File: src/rtl/spi_shift_ctrl.sv
// SPI shift controller: edge counter, serial clock, gain transmit shifter
// and ADC receive shifter with channel A/B capture.
//
// Ports:
//   clk, rst         system clock, asynchronous active-high reset
//   SPI_CLK          one-cycle edge request from the flank FSM
//   Reg_Rst          one-cycle frame clear from the flank FSM
//   AMP_ADC          frame select: 0 amplifier gain frame, 1 ADC frame
//   Gain[7:0]        gain word sent MSB first in amplifier frames
//   MISO             serial data from the ADC
//   EdgDone          frame edge count reached (combinational)
//   SCK              serial clock pin, high one cycle after each SPI_CLK
//   MOSI             serial data to the amplifier
//   ChA[13:0]        last captured channel A sample
//   ChB[13:0]        last captured channel B sample
//   Data_Valid       one-cycle pulse when ChA/ChB update

module spi_shift_ctrl #(
    parameter int AMP_BITS = 8,
    parameter int ADC_BITS = 34
) (
    input  logic        clk,
    input  logic        rst,
    input  logic        SPI_CLK,
    input  logic        Reg_Rst,
    input  logic        AMP_ADC,
    input  logic [7:0]  Gain,
    input  logic        MISO,
    output logic        EdgDone,
    output logic        SCK,
    output logic        MOSI,
    output logic [13:0] ChA,
    output logic [13:0] ChB,
    output logic        Data_Valid
);

    localparam logic [5:0] AMP_LIM = 6'(AMP_BITS);
    localparam logic [5:0] ADC_LIM = 6'(ADC_BITS);

    logic        mode_q, mode_d;
    logic [5:0]  cnt_q, cnt_d;
    logic        sck_q, sck_d;
    logic [7:0]  tx_q, tx_d;
    logic [33:0] rx_q, rx_d;
    logic [13:0] cha_q, cha_d;
    logic [13:0] chb_q, chb_d;
    logic        dv_q, dv_d;

    logic [5:0]  limit;
    logic        frame_idle;
    logic        at_limit;
    logic        adc_full;

    assign limit      = mode_q ? ADC_LIM : AMP_LIM;
    assign frame_idle = (cnt_q == 6'd0);
    assign at_limit   = (cnt_q == limit);
    // A capture is only meaningful once every ADC edge has been taken.
    assign adc_full   = mode_q && (cnt_q == ADC_LIM);

    always_comb begin
        mode_d = mode_q;
        cnt_d  = cnt_q;
        sck_d  = 1'b0;
        tx_d   = tx_q;
        rx_d   = rx_q;
        cha_d  = cha_q;
        chb_d  = chb_q;
        dv_d   = 1'b0;

        // Frame type is only sampled between frames so it cannot
        // change the edge limit while a frame is in progress.
        if (frame_idle) begin
            mode_d = AMP_ADC;
        end

        // Frame clear wins over an edge request on the same cycle.
        if (Reg_Rst) begin
            cnt_d = 6'd0;
        end else if (SPI_CLK && !at_limit && (cnt_q < limit)) begin
            cnt_d = cnt_q + 6'd1;
        end

        sck_d = SPI_CLK && !Reg_Rst;

        // Shifting on the cycle SCK is high moves the next bit out at
        // SCK fall, keeping MOSI stable over the whole high phase.
        if (frame_idle && !SPI_CLK) begin
            tx_d = Gain;
        end else if (sck_q) begin
            tx_d = tx_q << 1;
        end

        if (Reg_Rst) begin
            rx_d = '0;
        end else if (sck_q && mode_q) begin
            rx_d = (rx_q << 1) | {33'd0, MISO};
        end

        // Idle bits 33:32, 17:16 and 1:0 are dropped here.
        if (Reg_Rst && adc_full) begin
            cha_d = rx_q[31:18];
            chb_d = rx_q[15:2];
            dv_d  = 1'b1;
        end
    end

    always_ff @(posedge clk or posedge rst) begin
        if (rst) begin
            mode_q <= 1'b0;
            cnt_q  <= 6'd0;
            sck_q  <= 1'b0;
            tx_q   <= 8'd0;
            rx_q   <= '0;
            cha_q  <= 14'd0;
            chb_q  <= 14'd0;
            dv_q   <= 1'b0;
        end else begin
            mode_q <= mode_d;
            cnt_q  <= cnt_d;
            sck_q  <= sck_d;
            tx_q   <= tx_d;
            rx_q   <= rx_d;
            cha_q  <= cha_d;
            chb_q  <= chb_d;
            dv_q   <= dv_d;
        end
    end

    assign EdgDone    = at_limit;
    assign SCK        = sck_q;
    assign MOSI       = tx_q[7];
    assign ChA        = cha_q;
    assign ChB        = chb_q;
    assign Data_Valid = dv_q;

endmodule

File: config.mk
export PLATFORM = sky130hd
export DESIGN_NAME = spi_shift_ctrl
export DESIGN_NICKNAME = d
export VERILOG_FILES = /design/src/rtl/spi_shift_ctrl.sv
export SDC_FILE = /design/constraint.sdc
export NUM_CORES = 1
export LEC_CHECK = 0
export CAP_MARGIN = 20
export CORE_MARGIN = 8
export CORE_UTILIZATION = 25
export DETAILED_ROUTE_END_ITERATION = 10
export PLACE_DENSITY_LB_ADDON = 0.3
export REMOVE_ABC_BUFFERS = 1
export SYNTH_ARGS = -nofsm -noshare
export SYNTH_HDL_FRONTEND = slang
export SYNTH_SLANG_ARGS = --single-unit
File: constraint.sdc
create_clock -name clk -period 6.2 [get_ports clk]
set_input_delay 1.24 -clock clk [delete_from_list [all_inputs] [get_ports clk]]
set_output_delay 1.24 -clock clk [all_outputs]
set_load 0.02 [all_outputs]
# ---- Yosys cells after proc, flatten, opt, wreduce, memory -nomap -nowiden
# Index checks and enable logic that the tools add are counted.
dict set report word_totals {
  regBits 77
  in_bits 14
}
dict set report op_classes {
  add_sub_neg 1
  order_cmp 1
  n_eq_ne 2
  muxes 8
  n_bitwise 1
  n_reduce_logical 14
}
# cell n
set ops {}
lappend ops {{2-to-1 mux 32 bit} 2}
lappend ops {{OR 32 x 1 -> 32 bit} 1}
lappend ops {{2-to-1 mux 6 bit} 3}
lappend ops {{2-to-1 mux 8 bit} 2}
lappend ops {{logical AND 1 bit} 7}
lappend ops {{adder 6 x 1 -> 6 bit (second input constant)} 1}
lappend ops {{== test 6 bit} 1}
lappend ops {{== test 6 bit (second input constant)} 1}
lappend ops {{logical NOT 6 bit} 1}
lappend ops {{< comparator 6 bit} 1}
lappend ops {{nonzero test 2 bit} 3}
lappend ops {{logical NOT 1 bit} 3}
lappend ops {{2-to-1 mux 1 bit} 1}

# ---- Logic depth before layout (Yosys ltp)
dict set report logic_depth {
  ltp_word 7
  depth_mapped 7
  ltp_nobuf 7
}

# ---- Least setup slack after synthesis
# OpenSTA, ideal clock, no wires.
dict set report synth_timing {
  path_kind {register -> output}
  start {register mode_q}
  end {output port EdgDone}
  arrival_ns 1.395
  t_required_ns 4.960
  slack_ns 3.565
  path_stages_with_launch 5
  n_path_buf 0
  cell_sequence {dfrtp_1 inv_1 ha_1 nand2_1 nor4_2}
}
dict set report synth_via {
  elab_chain_cells 2
}
# element line
set synth_rtl {}
lappend synth_rtl {{start, declared} 40} ;# logic mode_q, mode_d;
lappend synth_rtl {{start signal, assigned} 118} ;# mode_q <= mode_d;
lappend synth_rtl {{2-to-1 mux 6 bit} 54} ;# assign limit = mode_q ? ADC_LIM : AMP_LIM;
lappend synth_rtl {{== test 6 bit} 56} ;# assign at_limit = (cnt_q == limit);
lappend synth_rtl {{end, declared} 29} ;# output logic EdgDone,
# No other way between the ends.

# ---- Final worst setup path
# Same ends and word-level chain as after synthesis.

==> metrics.log <==
INFO  metric grt_util_met3 = 3.75%
INFO  metric drtAntennaViolNets = 0
INFO  metric gr-usage-met2 = approximately an eighth
INFO  metric worst_setup_path_start_kind = flip-flop
INFO  metric antenna_found_initial = 0
INFO  metric fin_nets = 353
INFO  metric htree_num_levels = 3
INFO  metric cts_sinks = 77
INFO  metric finalWorstPathRequiredPeriod = around 3500 ps
INFO  metric ctsLongestPathBuffers = 2
INFO  metric stdcell_area = 4160 um^2
INFO  metric maximum_clock_skew_at_final_layout = 4.16 ps
INFO  metric post-route-util = about 33%
INFO  metric yosysWarningCount = 0
INFO  metric postCtsSetupRepairBufs = 0
INFO  metric post-synth-top-area-cell = dfrtp_1
INFO  metric global_route.overflow_total = 0
INFO  metric cts-hold-fix-buffers = 0
INFO  metric arrival = 2260 ps
INFO  metric crit_path_max_fanout = 7
INFO  metric clkLatencyLatePin = 330 ps
INFO  metric crit-reg2reg-launch = mode_q
INFO  metric worst_hold_path.num_cells = 1
INFO  metric port_buffers = 45
INFO  metric worst_case_hold_path_end_point = ChA[9]
INFO  metric place_area = 3840 um^2
INFO  metric syn2layout_area_growth = 28.5%
INFO  metric critical_path.endpoint_type = output port
INFO  metric route.detailed.wl_per_inst = 12.5 um
INFO  metric post_cts_resize_count = 0
INFO  metric synthCells = slightly below 300
INFO  metric dp.final_hpwl = 4.03 mm
INFO  metric totalNegativeSetupSlack = 0 ps
INFO  metric power_per_cell_area = 302 nW/um^2
INFO  metric hold_path.class = reg2reg
INFO  metric number_of_synthesized_flops_with_an_enable_pin = 0
INFO  metric grt_pass1_vias = 2092
INFO  metric worstReg2RegEnd = cnt_q[4]
INFO  metric synth_top_flop_cell = dfrtp_1
INFO  metric launching_instance_or_port_of_the_critical_path = mode_q
INFO  metric groute.usage.overall = under 10%
INFO  metric final_max_slew_viol_count = 0
INFO  metric top_usage_layer = met2
INFO  metric route.detailed.vias_per_inst = approximately 4.2
INFO  metric routed_wl = 6.40 mm
INFO  metric share_of_cells_above_drive_strength_1 = 7.99%
INFO  metric num_vias = 2144
INFO  metric timing.max_slew.rel_slack = 48.0%
INFO  metric pin_count = 46
INFO  metric synth.ff_latch_count = 77
INFO  metric core.rowCount = 41
INFO  metric grt_pass1_wl = 10.8 mm
INFO  metric async_reset_ff_share = between 90% and 100%
INFO  metric cellLeakagePower = 1.83 nW
INFO  metric run_status = finished, final reports clean
INFO  metric drt-pass1-iter-count = 5
INFO  metric horizontal_die_dimension = 130 um
INFO  metric ys_types = 28
INFO  metric worst-r2r-setup-slack = between 4000 and 5000 ps
INFO  metric reg2regPathDepth = 7
INFO  metric sequential_area_share_after_synthesis = 59.6%
INFO  metric routabilityCongestion = 0.700
INFO  metric required_time_reported_for_the_critical_path_endpoint = 4960 ps
INFO  metric post_detailed_route_drc_marker_count = 0
INFO  metric final_hold_viols = 0
INFO  metric tritoncts_clock_tree = built
INFO  metric cts_root_buf = clkbuf_16
INFO  metric maxClockFrequency = 286 MHz
INFO  metric die_outline_area = 16800 um^2
INFO  metric biggest_area_contributors_in_the_synthesized_netlist = dfrtp_1, mux2_1, nand2_1
INFO  metric rsz0062_at_grt = no
INFO  metric initial_utilization = between 20% and 30%
INFO  metric drt_first_iter_violations = 185
INFO  metric hold_path_startpoint = ChA[9]
INFO  metric criticalPathCategory = reg2out
INFO  metric layout_worst_path_cycle_share = approximately 56%
INFO  metric area_share_of_the_largest_cell_type_after_synthesis = 59.6%
INFO  metric timing.final.setup_violations = 0
INFO  metric postSynthAreaPerCell = 11.2 um^2
INFO  metric number_of_clock_buffers_inserted_by_tritoncts = 9
INFO  metric grt_max_degree = 78
INFO  metric path_clk_slew = 60 ps
INFO  metric worst-slew-pin-transition = 780 ps
INFO  metric grtUsageMet1 = 9.93%
INFO  metric max_cap_viol_count = 0
INFO  metric core_area = 12600 um^2
INFO  metric synthesis.area = 3230 um^2
INFO  metric die-height = approximately 130 um
INFO  metric peakVddDrop = 102 uV
INFO  metric final_antenna_diode_count = 0
## routing by layer
metal | share of wire [%] | routed length, um
met3 | 6.6 | 421
met5 | 0 | 0
met2 | 46 | 2950
met4 | 1.0 | 66
met1 | 46 | 2960
## state kept, by name, indices dropped and copies added (netlist names)
name / count
Data_Valid: 1
SCK: 1
rx_q: 32
ChA: 14
mode_q: 1
ChB: 14
tx_q: 8
cnt_q: 6
## power by group
part / leakage [nW] / switching, mW / internal (mW)
sequential: 1.06 / 0.0280 / 0.537
combinational: 0.629 / 0.111 / 0.0770
clock: 0.141 / 0.192 / 0.311
## cells in the mapped netlist, types with 3 or more instances
library cell,number
mux2i_1,8
nor4_1,3
nand2_1,76
xnor2_1,3
mux2_1,29
clkbuf_1,7
inv_1,4
a21oi_1,33
o21ai_1,8
dfrtp_1,77
nor2_1,6
buf_2,7
nor2b_1,3
nand2b_1,3
ha_1,6
## worst max path at each step
| stage | end | depth (start not counted) |
|---|---|---|
| after floorplan | ChA[0] | 3 |
| after global placement | EdgDone | 5 |
| after detailed placement | ChA[12] | 5 |
| after CTS | EdgDone | 5 |
| after global routing | EdgDone | 5 |
| final | EdgDone | 5 |
## logic make-up after synthesis
logic type	after synthesis	share of synthesized area, %
compound gates	43	7.12
xor+xnor	3	0.813
fa+ha+maj	6	2.32
buf+inv	21	3.17
flops	77	59.6
mux	38	12.9
simple gates	101	14.1
## worst max-delay path, stage by stage (launching register included)
cell             delay, ps
dfrtp_1                460
inv_1                   70
ha_1                   340
nand2_1                 90
nor4_2                 290
clkdlybuf4s50_1        680
## through the flow
step	hold WS (ps)	std cells	setup WS (ps)	total power, mW
after global placement	472	493	3030	0.761
after floorplan	464	272	1500	0.700
after detailed placement	476	493	3000	0.766
after global routing	501	510	2550	1.33
after CTS	489	509	2650	1.28
final	481	510	2700	1.26
## layout by cell type, fill, tap and decap left out
master / Yosys / layout
clkinv_2: 0 / 3
nand3b_4: 1 / 1
clkdlybuf4s50_1: 0 / 44
nand3b_1: 1 / 1
nand4_1: 2 / 2
clkbuf_1: 7 / 3
mux2i_1: 8 / 8
a31o_1: 1 / 1
nand2_1: 76 / 76
and2_1: 1 / 1
ha_1: 6 / 6
nor2b_1: 3 / 3
nor4_2: 1 / 2
mux2_2: 1 / 1
dfrtp_1: 77 / 77
buf_4: 0 / 4
mux2_1: 29 / 29
xnor2_1: 3 / 3
clkinv_4: 0 / 1
nand2b_1: 3 / 3
bufinv_16: 0 / 1
o21ai_4: 1 / 1
nor4_1: 3 / 2
inv_1: 4 / 3
o21ai_1: 8 / 8
nor3_1: 2 / 2
clkbuf_16: 0 / 9
buf_16: 0 / 1
nor3_4: 1 / 1
nor2_1: 6 / 6
a21oi_1: 33 / 33
nor2_2: 1 / 1
buf_2: 7 / 1
## layout make-up
class	count	area, um^2
clock buffer	12	236
clock inverter	4	48.8
fill	1308	8460
inverter	4	16.3
multi-input combinational	191	1210
sequential	77	1930
tap	172	215
timing repair buffer	50	503
No activity file was read; power rests on OpenSTA's default activity.
